## src/rtl/btn_debounce_mode.sv

```systemverilog
// Push-button front end: sync, debounce, press/release/long strobes
// and a small rate-select mode register for the LED blinker.
module btn_debounce_mode #(
  parameter int DEBOUNCE_CYCLES   = 270000,
  parameter int LONG_PRESS_CYCLES = 27000000,
  parameter int ACTIVE_LOW        = 1,
  parameter int NUM_MODES         = 4,
  localparam int MODE_W           = $clog2(NUM_MODES)
) (
  input  logic              clk,
  input  logic              rstn,
  input  logic              btn_i,
  output logic              btn_level_o,
  output logic              press_o,
  output logic              release_o,
  output logic              long_o,
  output logic [MODE_W-1:0] mode_o
);

  localparam int DW = $clog2(DEBOUNCE_CYCLES);
  localparam int HW = $clog2(LONG_PRESS_CYCLES);
  localparam logic INACT = (ACTIVE_LOW != 0);
  localparam logic [DW-1:0] DEB_MAX = DW'(DEBOUNCE_CYCLES - 1);
  localparam logic [HW-1:0] HOLD_MAX = HW'(LONG_PRESS_CYCLES - 1);
  localparam logic [MODE_W-1:0] MODE_MAX = MODE_W'(NUM_MODES - 1);

  logic              sync1_q, sync2_q;
  logic [DW-1:0]     deb_cnt_q, deb_cnt_d;
  logic [HW-1:0]     hold_q, hold_d;
  logic              level_q, level_d;
  logic              press_q, press_d;
  logic              release_q, release_d;
  logic              long_q, long_d;
  logic              seen_q, seen_d;
  logic [MODE_W-1:0] mode_q, mode_d;
  logic              pressed_raw;

  // Next-state: debounce, strobes, hold timer and mode update
  always_comb begin
    pressed_raw = sync2_q ^ INACT;
    deb_cnt_d   = deb_cnt_q;
    level_d     = level_q;
    if (pressed_raw == level_q) begin
      deb_cnt_d = '0;
    end else if (deb_cnt_q == DEB_MAX) begin
      level_d   = pressed_raw;
      deb_cnt_d = '0;
    end else begin
      deb_cnt_d = deb_cnt_q + DW'(1);
    end

    press_d   = level_d & ~level_q;
    release_d = ~level_d & level_q;

    if (!level_q) begin
      hold_d = '0;
    end else if (hold_q != HOLD_MAX) begin
      hold_d = hold_q + HW'(1);
    end else begin
      hold_d = hold_q;
    end

    // A release landing on the firing cycle suppresses the long strobe
    long_d = level_q & level_d & (hold_q == HOLD_MAX) & ~seen_q;

    seen_d = seen_q;
    mode_d = mode_q;
    if (long_d) begin
      mode_d = '0;
      seen_d = 1'b1;
    end else if (release_d) begin
      if (!seen_q) begin
        mode_d = (mode_q == MODE_MAX) ? '0 : mode_q + MODE_W'(1);
      end
      seen_d = 1'b0;
    end
  end

  // State registers with synchronous active-low reset
  always_ff @(posedge clk) begin
    if (!rstn) begin
      sync1_q   <= INACT;
      sync2_q   <= INACT;
      deb_cnt_q <= '0;
      hold_q    <= '0;
      level_q   <= 1'b0;
      press_q   <= 1'b0;
      release_q <= 1'b0;
      long_q    <= 1'b0;
      seen_q    <= 1'b0;
      mode_q    <= '0;
    end else begin
      sync1_q   <= btn_i;
      sync2_q   <= sync1_q;
      deb_cnt_q <= deb_cnt_d;
      hold_q    <= hold_d;
      level_q   <= level_d;
      press_q   <= press_d;
      release_q <= release_d;
      long_q    <= long_d;
      seen_q    <= seen_d;
      mode_q    <= mode_d;
    end
  end

  assign btn_level_o = level_q;
  assign press_o     = press_q;
  assign release_o   = release_q;
  assign long_o      = long_q;
  assign mode_o      = mode_q;

endmodule

```

## config.mk

```make
export PLATFORM = sky130hd
export DESIGN_NAME = btn_debounce_mode
export DESIGN_NICKNAME = d
export VERILOG_FILES = /design/src/rtl/btn_debounce_mode.sv
export SDC_FILE = /design/constraint.sdc
export NUM_CORES = 1
export LEC_CHECK = 0
export CORE_MARGIN = 10
export CORE_UTILIZATION = 64
export DETAILED_ROUTE_END_ITERATION = 8
export GPL_ROUTABILITY_DRIVEN = 1
export HOLD_SLACK_MARGIN = 0.1
export PLACE_DENSITY = 0.89
export SLEW_MARGIN = 40
export SYNTH_ARGS = -nofsm -noshare
export SYNTH_HDL_FRONTEND = slang
export SYNTH_SLANG_ARGS = --single-unit
```

## constraint.sdc

```tcl
create_clock -name clk -period 4.43 [get_ports clk]
set_input_delay 0.886 -clock clk [delete_from_list [all_inputs] [get_ports clk]]
set_output_delay 0.886 -clock clk [all_outputs]
set_load 0.05 [all_outputs]
```

==> flow_summary.yaml, run 1 <==
routing:
  routed_via_density: 5.74
  drc: 0
  dr.max_layer_used: "met4"
  firstDrtPassIters: 4
  ant_nets: 0
  drt-total-wl_mm: 4.45
  drt_iter0_markers: 144
  met3_length_microns: 172
  wl_per_cell_microns: 13.4
  vias: 1900
  wl_met1_mm: 2.08
  route.met2.wl_mm: 2.15
floorplanning:
  die_w_microns: 81.1
  rows: 22
  die_h_microns: 81.1
  core_region_area_sq_um: 3630
  boundaryPins: 9
  dieArea_sq_um: 6570
  initial_core_util_pct: 65.7
setup_path:
  max_stage_delay_ps: 830
  cp_top_family: "buffers and inverters"
  crit_slowest_cell: "clkdlybuf4s50_1"
  path_cells: "clkdlybuf4s50_1"
  cp_num_buf_inv: 1
  crit_required_ps: 3540
  worstSetupEndpointType: "primary output"
  arrival_ps: 1550
  start_kind: "register"
  cp_max_fo: 6
  crit_type: "reg -> out"
synth:
  ys_types: 34
  syn_area_sq_um: 2390
  syn_avg_cell_area_sq_um: 8.65
  syn-num-nets: 282
  async_flop_share_pct: 0
  synthCells: 276
  synth_warnings: 0
  synthFlopType: "dfxtp_1"
  synth-seq-cells: 53
  synth_edf_count: 0
  synth-seq-area-share_pct: 44.4
place:
  port-buffer-count: 8
  place_congestion: 0.791
  dp_hpwl_mm: 3.10
  dp_cells: 324
clock_tree:
  holdBufCountCts: 0
  cts_tree: "yes"
  cts.repair.resized: 0
  cts_max_level: 2
  clockBufferDepth: 2
  clk_latency_ps: 310
  cts_root_buffer: "clkbuf_8"
  cts_buffers: 5
  clk_pin_slew_worst_paths_ps: 80
  cts.sinks: 53
  cts_setup_buffers: 0
pwr:
  p_per_area_nw_per_um2: 293
  vdd_drop_max_v: 0.000201
  p_leak_nw: 0.791
job:
  drv_cap: 0
finish:
  drive_gt1_share_pct: 4.24
  num-nets-final: 289
  syn_to_final_growth_pct: 7.81
  instances_no_fill: 331
  antenna_cells: 0
min_path:
  min_path_type: "reg -> reg"
timing:
  tightest_slew_ps: 807
  slew_violations: 0
  fmax_mhz: 411
  grt_setup_unrepaired: "false"
  period_minus_slack_ps: 2430
  setup_viol: 0
  final.setup.tns_ps: 0
  fin_crit_sh_pct: 54.9
  hold_viol: 0
  skew_ps: 10.7
  relSlewSlack_pct: 46.1
outcome:
  status: "finished clean"
global_route:
  grt.overflow.total: 0
  grt_max_degree: 27
  grt_first_pass_wirelength_mm: 7.85
  grt_pass1_vias: 1772
  antenna_found_initial: 0
  grt_use_total_pct: 14.7
path summary, 6_finish.rpt:
| kind | from | to | slack (ps) | depth (start not counted) |
|---|---|---|---|---|
| worst max-delay path | btn_level_o$_SDFF_PN0_ | btn_level_o | 2000 | 1 |
| worst min-delay path | sync1_q$_SDFF_PN1_ | sync2_q$_SDFF_PN1_ | 420 | 1 |
| worst max register to register | hold_q[9]$_SDFFE_PN0P_ | hold_q[1]$_SDFFE_PN0P_ | 2370 | 5 |
| worst min register to register | sync1_q$_SDFF_PN1_ | sync2_q$_SDFF_PN1_ | 420 | 1 |
cells in the mapped netlist, types with 5 or more instances:
| cell type | number | area share [%] |
|---|---|---|
| nor2_1 | 54 | 8.5 |
| nand2_1 | 18 | 2.8 |
| nor3_1 | 7 | 1.5 |
| clkbuf_1 | 5 | 0.79 |
| nor4_1 | 5 | 1.3 |
| a21oi_1 | 5 | 1.0 |
| nand4_1 | 13 | 3.4 |
| xor2_1 | 22 | 8.1 |
| and3_1 | 8 | 2.1 |
| xnor2_1 | 15 | 5.5 |
| dfxtp_1 | 53 | 44 |
| nand3_1 | 23 | 4.8 |
per-stage QoR:
stage,area (sq um),utilization [%],power (mW),worst slack (ps),hold slack [ps]
floorplan,2390,-,0.492,2610,386
global placement,2490,68.5,0.495,1840,407
detailed placement,2490,68.5,0.495,1810,407
CTS,2570,70.8,0.758,1990,428
global route,2570,70.8,0.780,1930,440
finish,2570,70.8,0.753,2000,423
flip-flops by register name, indices dropped and copies added (netlist names):
signal and cells:
seen_q 1, sync2_q 1, btn_level_o 1, hold_q 25, mode_o 2, long_o 1
press_o 1, sync1_q 1, release_o 1, deb_cnt_q 19
cell usage in the layout (no fill, tap or decap):
| cell | count |
|---|---|
| or2_2 | 2 |
| clkbuf_1 | 1 |
| nand2_1 | 18 |
| nand3b_1 | 2 |
| clkdlybuf4s50_1 | 8 |
| nor3_1 | 7 |
| o21ai_1 | 1 |
| nor4_1 | 5 |
| or3_1 | 4 |
| ha_1 | 3 |
| or4b_4 | 1 |
| o221ai_1 | 2 |
| mux2i_1 | 2 |
| a21oi_1 | 5 |
| and2_1 | 4 |
| nor4_2 | 2 |
| xnor2_1 | 15 |
| nor4b_1 | 2 |
| dfxtp_1 | 53 |
| a31oi_1 | 2 |
| and3_1 | 8 |
| or4_1 | 1 |
| nor2_1 | 54 |
| nand4b_1 | 1 |
| o21ai_0 | 4 |
| inv_1 | 4 |
| nand4_1 | 13 |
| xor2_1 | 22 |
| nand2b_1 | 2 |
| nor4_4 | 1 |
| clkbuf_8 | 6 |
| and4_1 | 4 |
| o31ai_1 | 1 |
| nand3_1 | 23 |
logic make-up after synthesis:
family | after synthesis | share of synthesized area, %
AOI/OAI and AO/OA | 15 | 3.67
buffers and inverters | 12 | 2.31
DFF | 53 | 44.4
and+or+nand+nor | 154 | 33.6
xor gates and xnor gates | 37 | 13.6
muxes | 2 | 0.839
adders and majority gates | 3 | 1.57
metal layers:
layer / up-vias / GRT usage [%]
li1: 969 / -
met1: 901 / 17.8
met2: 25 / 24.8
met3: 5 / 4.42
met4: 0 / 4.15
met5: - / 0
report_power, final:
part / switching [mW] / leakage (nW) / internal [mW] / total [mW]
registers: 0.000737 / 0.427 / 0.477 / 0.478
logic: 0.00343 / 0.319 / 0.00261 / 0.00603
clock network: 0.145 / 0.0443 / 0.124 / 0.270
area by class of cell:
type | count | area [sq um]
Tap cell | 48 | 60.1
Timing Repair Buffer | 8 | 80.1
Multi-Input combinational cell | 211 | 1270
Sequential cell | 53 | 1060
Clock buffer | 7 | 86.3
Fill cell | 307 | 1060
Inverter | 4 | 15.0
Note: power is estimated with default switching activity, not from simulation.
==> inputs of run 2 (changes only) <==
--- a/config.mk
+++ b/config.mk
@@ -6,11 +6,11 @@
 export NUM_CORES = 1
 export LEC_CHECK = 0
 export CORE_MARGIN = 10
-export CORE_UTILIZATION = 64
+export CORE_UTILIZATION = 59
 export DETAILED_ROUTE_END_ITERATION = 8
 export GPL_ROUTABILITY_DRIVEN = 1
 export HOLD_SLACK_MARGIN = 0.1
-export PLACE_DENSITY = 0.89
+export PLACE_DENSITY = 0.83
 export SLEW_MARGIN = 40
 export SYNTH_ARGS = -nofsm -noshare
 export SYNTH_HDL_FRONTEND = slang
==> constraint.sdc (replaced) <==
create_clock -name clk -period 2.4 [get_ports clk]
set_input_delay 0.48 -clock clk [delete_from_list [all_inputs] [get_ports clk]]
set_output_delay 0.48 -clock clk [all_outputs]
set_load 0.05 [all_outputs]
==> run 2 against run 1 <==
Clock power is 94% higher. Sequential share of layout area fell by 0.73 points. First-iteration DRC count is 5.6% lower. Cell area up 1.8%.
==> flow_summary.yaml, run 2 (synthesis gave the netlist of run 1 again) <==
finish:
  num-nets-final: 292
  syn_to_final_growth_pct: 9.75
  instances_no_fill: 337
  drive_gt1_share_pct: 5.92
  final_common_cell: "nor2_1"
  largest_reg_flops: 25
  top_register: "hold_q"
  antenna_cells: 0
  regArea_sq_um: 1060
  final_cell_mix: "54 x nor2_1, 53 x dfxtp_1, 23 x nand3_1"
  finalInstanceArea_sq_um: 2620
  multiInputGateArea_sq_um: 1270
  finish.utilization_pct: 66.0
  fillCellCount: 333
timing:
  worst_hold_slack_ps: 451
  skew_ps: 13.7
  fmax_mhz: 483
  grt_setup_unrepaired: "false"
  period_minus_slack_ps: 2070
  relSlewSlack_pct: 61.6
  final.setup.tns_ps: 0
  slew_violations: 0
  layout_setup_ws_ps: 330
  setup_viol: 0
  hold_viol: 0
  tightest_slew_ps: 571
  fin_crit_sh_pct: 86.2
clock_tree:
  cts_root_buffer: "clkbuf_8"
  cts.repair.resized: 0
  holdBufCountCts: 0
  cts_setup_buffers: 0
  cts_tree: "yes"
  cts.sinks: 53
  cts_buffers: 5
  clk_latency_ps: 310
  clockBufferDepth: 2
  cts_max_level: 2
  clk_pin_slew_worst_paths_ps: 100
pwr:
  p_leak_nw: 0.816
  vdd_drop_max_v: 0.000396
  p_per_area_nw_per_um2: 541
  report.power.total_mw: 1.42
routing:
  routed_via_density: 5.52
  firstDrtPassIters: 4
  drc: 0
  drt_iter0_markers: 136
  vias: 1861
  drt-total-wl_mm: 4.49
  ant_nets: 0
  wl_per_cell_microns: 13.3
global_route:
  grt-busiest-layer: "met2"
  grt_use_met1_pct: 15.7
  grt_use_total_pct: 13.3
  grt_util_met3_pct: 3.91
  grt_first_pass_wirelength_mm: 8.01
  met2_usage_pct: 22.0
  antenna_found_initial: 0
  grt.overflow.total: 0
  grt_max_degree: 19
  grt_pass1_vias: 1790
place:
  placed_area_sq_um: 2520
  dp_hpwl_mm: 3.19
  port-buffer-count: 8
  place_congestion: 0.805
  pre_cts_slack_ps: 420
  dp_cells: 329
setup_path:
  cp_top_family: "buffers and inverters"
  crit_slowest_cell: "clkdlybuf4s50_1"
  cp_num_buf_inv: 1
  start_kind: "register"
  cp_max_fo: 6
  max_stage_delay_ps: 840
  crit_type: "reg -> out"
  worstSetupEndpointType: "primary output"
  crit_required_ps: 1920
  arrival_ps: 1590
  path_cells: "clkdlybuf4s50_1"
min_path:
  min_path_type: "reg -> reg"
floorplanning:
  dieArea_sq_um: 6990
  die_h_microns: 83.6
  core_region_area_sq_um: 3970
  initial_core_util_pct: 60.1
  rows: 23
  die_w_microns: 83.6
  boundaryPins: 9
job:
  drv_cap: 0
outcome:
  status: "finished clean"
[run 2: changes by cell type in the layout (fill, tap and decap cells not counted)]
cell / delta
buf_12: +1
buf_4: +2
clkbuf_1: -1
clkbuf_8: -1
clkinv_4: +2
inv_6: +1
[run 2: final timing paths]
check,start,endpoint,slack [ps],cells past startpoint
worst min-delay path,sync1_q$_SDFF_PN1_,sync2_q$_SDFF_PN1_,450,1
worst min register to register,sync1_q$_SDFF_PN1_,sync2_q$_SDFF_PN1_,450,1
worst max-delay path,btn_level_o$_SDFF_PN0_,btn_level_o,330,1
worst max register to register,hold_q[9]$_SDFFE_PN0P_,hold_q[1]$_SDFFE_PN0P_,390,5
[run 2: power by group]
group	total, mW	switching [mW]	internal (mW)
logic	0.0126	0.00668	0.00588
registers	0.882	0.00145	0.881
clock network	0.523	0.309	0.213
total	1.42	0.318	1.10
[run 2: layout make-up]
class	instances	share of cell area (%)
Clock buffer	5	2.63
Clock inverter	3	1.00
Inverter	4	0.573
Multi-Input combinational cell	211	48.5
Sequential cell	53	40.5
Tap cell	50	2.39
Timing Repair Buffer	11	4.39
[run 2: routing by layer]
layer	wire length (microns)	part of all wire, %	vias to the layer above
li1	-	-	984
met1	2100	47	838
met2	2130	48	32
met3	185	4.1	7
met4	65	1.4	0
met5	0	0	-
